--- src/rtl/sync_pulse_rx.sv ---
// sync_pulse_rx: four-phase req/ack receiver that turns each source handshake into one valid/ready transfer; define SYNC_PULSE_RX_ERR_EN to add err_clr/proto_err protocol checking
module sync_pulse_rx #(
  parameter int SYNC_STAGES = 2,
  parameter int CNT_W       = 8
) (
  input  logic             clk,
  input  logic             rst_n,
  input  logic             req_async,
  output logic             ack,
  output logic             out_valid,
  input  logic             out_ready,
  output logic [CNT_W-1:0] evt_cnt
`ifdef SYNC_PULSE_RX_ERR_EN
  ,
  input  logic             err_clr,
  output logic             proto_err
`endif
);
  // Encoding chosen so out_valid and ack come straight off state flops.
  localparam logic [1:0] IDLE = 2'b00;
  localparam logic [1:0] EMIT = 2'b01;
  localparam logic [1:0] ACK  = 2'b10;
  logic [SYNC_STAGES-1:0] r_sync;
  logic [1:0]             r_state;
  logic [CNT_W-1:0]       r_cnt;
  logic                   w_req;
  logic                   w_accept;
  logic                   w_viol;
  logic [1:0]             w_next;
  assign w_req    = r_sync[SYNC_STAGES-1];
  assign w_accept = (r_state == EMIT) && out_ready;
`ifdef SYNC_PULSE_RX_ERR_EN
  assign w_viol   = (r_state == EMIT) && !out_ready && !w_req;
`else
  assign w_viol   = 1'b0;
`endif
  assign w_next = (r_state == IDLE) ? (w_req ? EMIT : IDLE) :
                  (r_state == EMIT) ? (w_accept ? ACK : (w_viol ? IDLE : EMIT)) :
                  (w_req ? ACK : IDLE);
  assign out_valid = r_state[0];
  assign ack       = r_state[1];
  assign evt_cnt   = r_cnt;
  // Synchronizer chain: the only logic that touches req_async.
  always_ff @(posedge clk or negedge rst_n) begin
    if (!rst_n) r_sync <= '0;
    else        r_sync <= {r_sync[SYNC_STAGES-2:0], req_async};
  end
  // Handshake FSM: IDLE -> EMIT on request, EMIT -> ACK on transfer, ACK -> IDLE on request release.
  always_ff @(posedge clk or negedge rst_n) begin
    if (!rst_n) r_state <= IDLE;
    else        r_state <= w_next;
  end
  // Event counter bumps once per accepted transfer and wraps silently.
  always_ff @(posedge clk or negedge rst_n) begin
    if (!rst_n)        r_cnt <= '0;
    else if (w_accept) r_cnt <= r_cnt + CNT_W'(1);
  end
`ifdef SYNC_PULSE_RX_ERR_EN
  logic r_err;
  assign proto_err = r_err;
  // Sticky violation flag; a new violation beats a simultaneous clear.
  always_ff @(posedge clk or negedge rst_n) begin
    if (!rst_n) r_err <= 1'b0;
    else        r_err <= w_viol | (r_err & ~err_clr);
  end
`endif
endmodule

--- config.mk ---
export PLATFORM = sky130hd
export DESIGN_NAME = sync_pulse_rx
export DESIGN_NICKNAME = d
export VERILOG_FILES = /design/src/rtl/sync_pulse_rx.sv
export SDC_FILE = /design/constraint.sdc
export NUM_CORES = 1
export LEC_CHECK = 0
export BUFFER_PORTS_ARGS = -buffer_cell sky130_fd_sc_hd__buf_2
export CAP_MARGIN = 20
export CORE_AREA = 2 2 39 41
export DETAILED_ROUTE_END_ITERATION = 12
export DIE_AREA = 0 0 41 43
export MAX_ROUTING_LAYER = met4
export PLACE_DENSITY_LB_ADDON = 0.25
export REMOVE_ABC_BUFFERS = 1
export SYNTH_ARGS = -nofsm -noshare
export SYNTH_HDL_FRONTEND = slang
export SYNTH_SLANG_ARGS = --single-unit
--- constraint.sdc ---
create_clock -name clk -period 1.4 [get_ports clk]
set_input_delay 0.07 -clock clk [delete_from_list [all_inputs] [get_ports clk]]
set_output_delay 0.07 -clock clk [all_outputs]
set_load 0.005 [all_outputs]
Yosys cells after proc, flatten, opt, wreduce, memory -nomap -nowiden. Cells that the tools add are included.

Register bits: 12. Input port bits: 4. Output and inout bits: 10. Word-level logic and storage cells: 12.

Add/subtract/negate cells: 1. Eq/ne operators: 1. Mux-type cells: 5. Reductions and logical operators: 2.

Operators with widths (count): adder 8 x 1 -> 8 bit, second input constant (1); two-way mux 2 bit (4); == test 2 x 1 -> 1 bit, second input constant (1); zero test 2 bit (1); logical AND 1 bit (1); two-way mux 1 bit (1).

Longest topological paths before layout.
Depth in word-level cells: 5. Gate-level depth with buffers: 4. Depth with buffers taken out: 4.

Worst setup path after synthesis. Ideal clock, no wire load.

Kind: flip-flop to flip-flop. Start: reg r_cnt[0] (netlist: evt_cnt[0]). End: reg r_cnt[4] (netlist: evt_cnt[4]). Setup time: 0.125 ns. Data arrival time: 0.994 ns. Required time: 1.275 ns. Slack: 0.281 ns. Stages on the path, launching flop included: 5. Path buffers: 0. Clock period less this slack: 1.119 ns. Path through: dfrtp_1 > ha_1 > and4b_4 > nand3_1 > xnor2_1.

Longest elaborated chain between the ends: 1.

RTL lines: from (decl) (line 25) `logic [CNT_W-1:0] r_cnt;`; from (signal assigned) (line 56) `else if (w_accept) r_cnt <= r_cnt + CNT_W'(1);`; adder 8 x 1 -> 8 bit (line 56).

Every way passes these cells. A chain may end at the register's enable or synchronous reset.

Worst setup path in the final report. Ends and elaborated chain as after synthesis.

==> impl_metrics.ini <==
[clock_tree]
cts.sinks = 12
clk_pin_slew_ns = 0.07
cts_tree = done
cts_buffers = 3
clock_path_buffers = 2
post_cts_buffers = 0
root_buffer = clkbuf_4
worstSkewPairLatency_ns = 0.26
cts.htree.levels = 1

[timing]
relSlewSlack = 0.8190
period_minus_slack_ns = 1.184
finalSetupTns_ns = 0
slew_violations = 0
rsz0062_at_grt = false
finalHoldViolCount = 0
fmax_mhz = 844.5
finalSetupViolations = 0
period_share = 0.8458
finClkSkew_ns = 0.003022
worstMarginPinSlew_ns = 0.2715

[logic_synthesis]
synth_compound_area_frac = 0
synth_fa_ha_area_frac = 0.02506
async_reset_ff_frac = 1.000
synth_warnings = 0
ys.flop_type = dfrtp_1
synth_top_family_by_area = simple AND/OR/NAND/NOR gates
yosys.area_share.xor_xnor = 0.1228
synth.mux.area_fraction = 0.04261
synth_top_area_share = 0.6015
netlist_area_sq_um = 499.2
synth-simple-area-share = 0.2005
ys_ff_latch = 12
syn_inst = 37
synth_top_area_cell = dfrtp_1
yosysSeqAreaShare = 0.6015
synth_edf_count = 0
synth_common_cells = dfrtp_1 (12), xor2_1 (4), nand2_1 (3), nand3_1 (3), xnor2_1 (3)
synthTopCellsByArea = dfrtp_1 (60%), xor2_1 (7.0%), xnor2_1 (5.3%)
avgSynthCellArea_sq_um = 13.49
synth_most_common_cell = dfrtp_1
synth_cell_type_count = 15

[worst_setup_path]
endpoint_kind = register
worst-r2r-cell-count = 4
crit_arrival_ns = 1.33
critPathMaxStageDelay_ns = 0.41
cp-start-kind = register
crit_type = register to register
r2r-end = evt_cnt[4]
cp_max_fo = 4
cp_slowest_cell = dfrtp_1
cp-startpoint = evt_cnt[0]
reg2reg_slack_ns = 0.22
worstPathRequired_ns = 1.54
path_cells = ha_1 -> and4b_4 -> nand3_1 -> xnor2_1
timing.rr.start = evt_cnt[0]

[drt]
wl_per_cell_microns = 11.73
ant_nets = 0
avgViaCountPerCell = 4.563
drtIter0Drc = 2
wl_microns = 833
first_pass_iters = 2
drcViolationCount = 0
vias = 324

[global_route]
grt_first_pass_wirelength_microns = 1359
grt_usage = 0.1168
grt_pass1_vias = 311
antenna_found_initial = 0
overflow = 0
grt_max_degree = 13

[placed_design]
port_buffers = 13
dp_hpwl_microns = 594.2
place_congestion = 0.6704
dpl.cell_count = 66

[pwr]
pwr_density_cell_mw_per_mm2 = 1612
peakVddDrop_uv = 857.6
p_leak_nw = 0.3355
total_power_w = 0.001011

[worst_hold_path]
hp-class = input port to register
worstHoldPathCells = 3
hold_start = out_ready
timing.hold.worst_endpoint = r_state[1]

[floorplanning]
core_area_sq_mm = 0.001384
start_util = 0.3608
die_w_microns = 41
die_y_microns = 43
die-area_sq_mm = 0.001763
ios = 14
num_rows = 14

[finish]
nets = 62
n_antenna_cell = 0
drive_gt1_frac = 0.3818
fillCellCount = 138
fin_cells = 71
syn_to_final_growth_pct = 25.56

[run_status]
status = finished clean

[job]
drv_cap = 0
where the power goes:
group	internal, W	total [W]	switching [W]
combinational	0.000151	0.000262	0.000111
clock	0.0000990	0.000197	0.0000979
sequential	0.000435	0.000552	0.000117
total	0.000685	0.00101	0.000326
worst max-delay path by stage:
stage | end | cells after the start
floorplan | evt_cnt[4] | 4
global placement | evt_cnt[6] | 4
detailed placement | evt_cnt[4] | 4
CTS | evt_cnt[6] | 4
global route | evt_cnt[4] | 4
finish | evt_cnt[4] | 4
cell type report:
type / instances / area, sq um / area share
Clock buffer: 3 / 22.52 / 0.03593
Tap cell: 16 / 20.02 / 0.03194
Inverter: 1 / 3.754 / 0.005988
Sequential cell: 12 / 300.3 / 0.4790
Multi-Input combinational cell: 24 / 195.2 / 0.3114
Timing Repair Buffer: 15 / 85.08 / 0.1357
kinds of logic after synthesis:
group,count (synthesis)
buf+inv,1
xor+xnor,7
simple gates,14
flops,12
mux,2
fa+ha+maj,1
layer usage:
metal / track usage / share of wire
met4: 0.02000 / 0
met1: 0.1678 / 0.49
met2: 0.1469 / 0.45
met5: - / 0
met3: 0.06283 / 0.066
cells in the final DEF, fill, tap and decap left out:
cell	synthesis	final
and3_1	1	1
and4b_4	1	1
buf_2	0	13
clkbuf_4	0	3
dfrtp_1	12	12
dlygate4sd3_1	0	2
ha_1	1	1
inv_1	1	1
mux2_2	1	1
mux2i_1	1	1
nand2_1	3	3
nand3_1	3	3
nand3b_4	1	1
nand4_1	1	1
nor2_1	2	2
nor3_2	2	2
xnor2_1	3	3
xor2_1	4	4
metrics by stage:
| stage | util | setup slack (ns) | cell area [sq um] | hold slack [ns] |
|---|---|---|---|---|
| 6_report | 0.4530 | 0.2158 | 626.9 | 0.1496 |
| 5_1_grt | 0.4530 | 0.1537 | 626.9 | 0.1517 |
| 4_1_cts | 0.4530 | 0.2158 | 626.9 | 0.1496 |
| 3_5_place_dp | 0.4222 | 0.2359 | 584.3 | -0.03874 |
| 3_3_place_gp | 0.4222 | 0.2723 | 584.3 | -0.03783 |
| 2_1_floorplan | - | 0.2810 | 499.2 | -0.2256 |
worst max-delay path, delay by kind of cell, from the launching register on:
family | cells | cell delay [ns]
XOR/XNOR | 1 | 0.13
AND/OR/NAND/NOR | 2 | 0.34
adder cells (fa/ha/maj) | 1 | 0.18
flip-flops | 1 | 0.41
state kept, by name, summed over array words and instances, names as in the netlist:
signal   cells
evt_cnt      8
r_state      2
r_sync       2
what timing repair did:
item                      CTS  global route
hold endpoints to repair   13             0
gates resized for setup     0             0
hold buffers                2             0
Power figures use the tool's default switching activity.
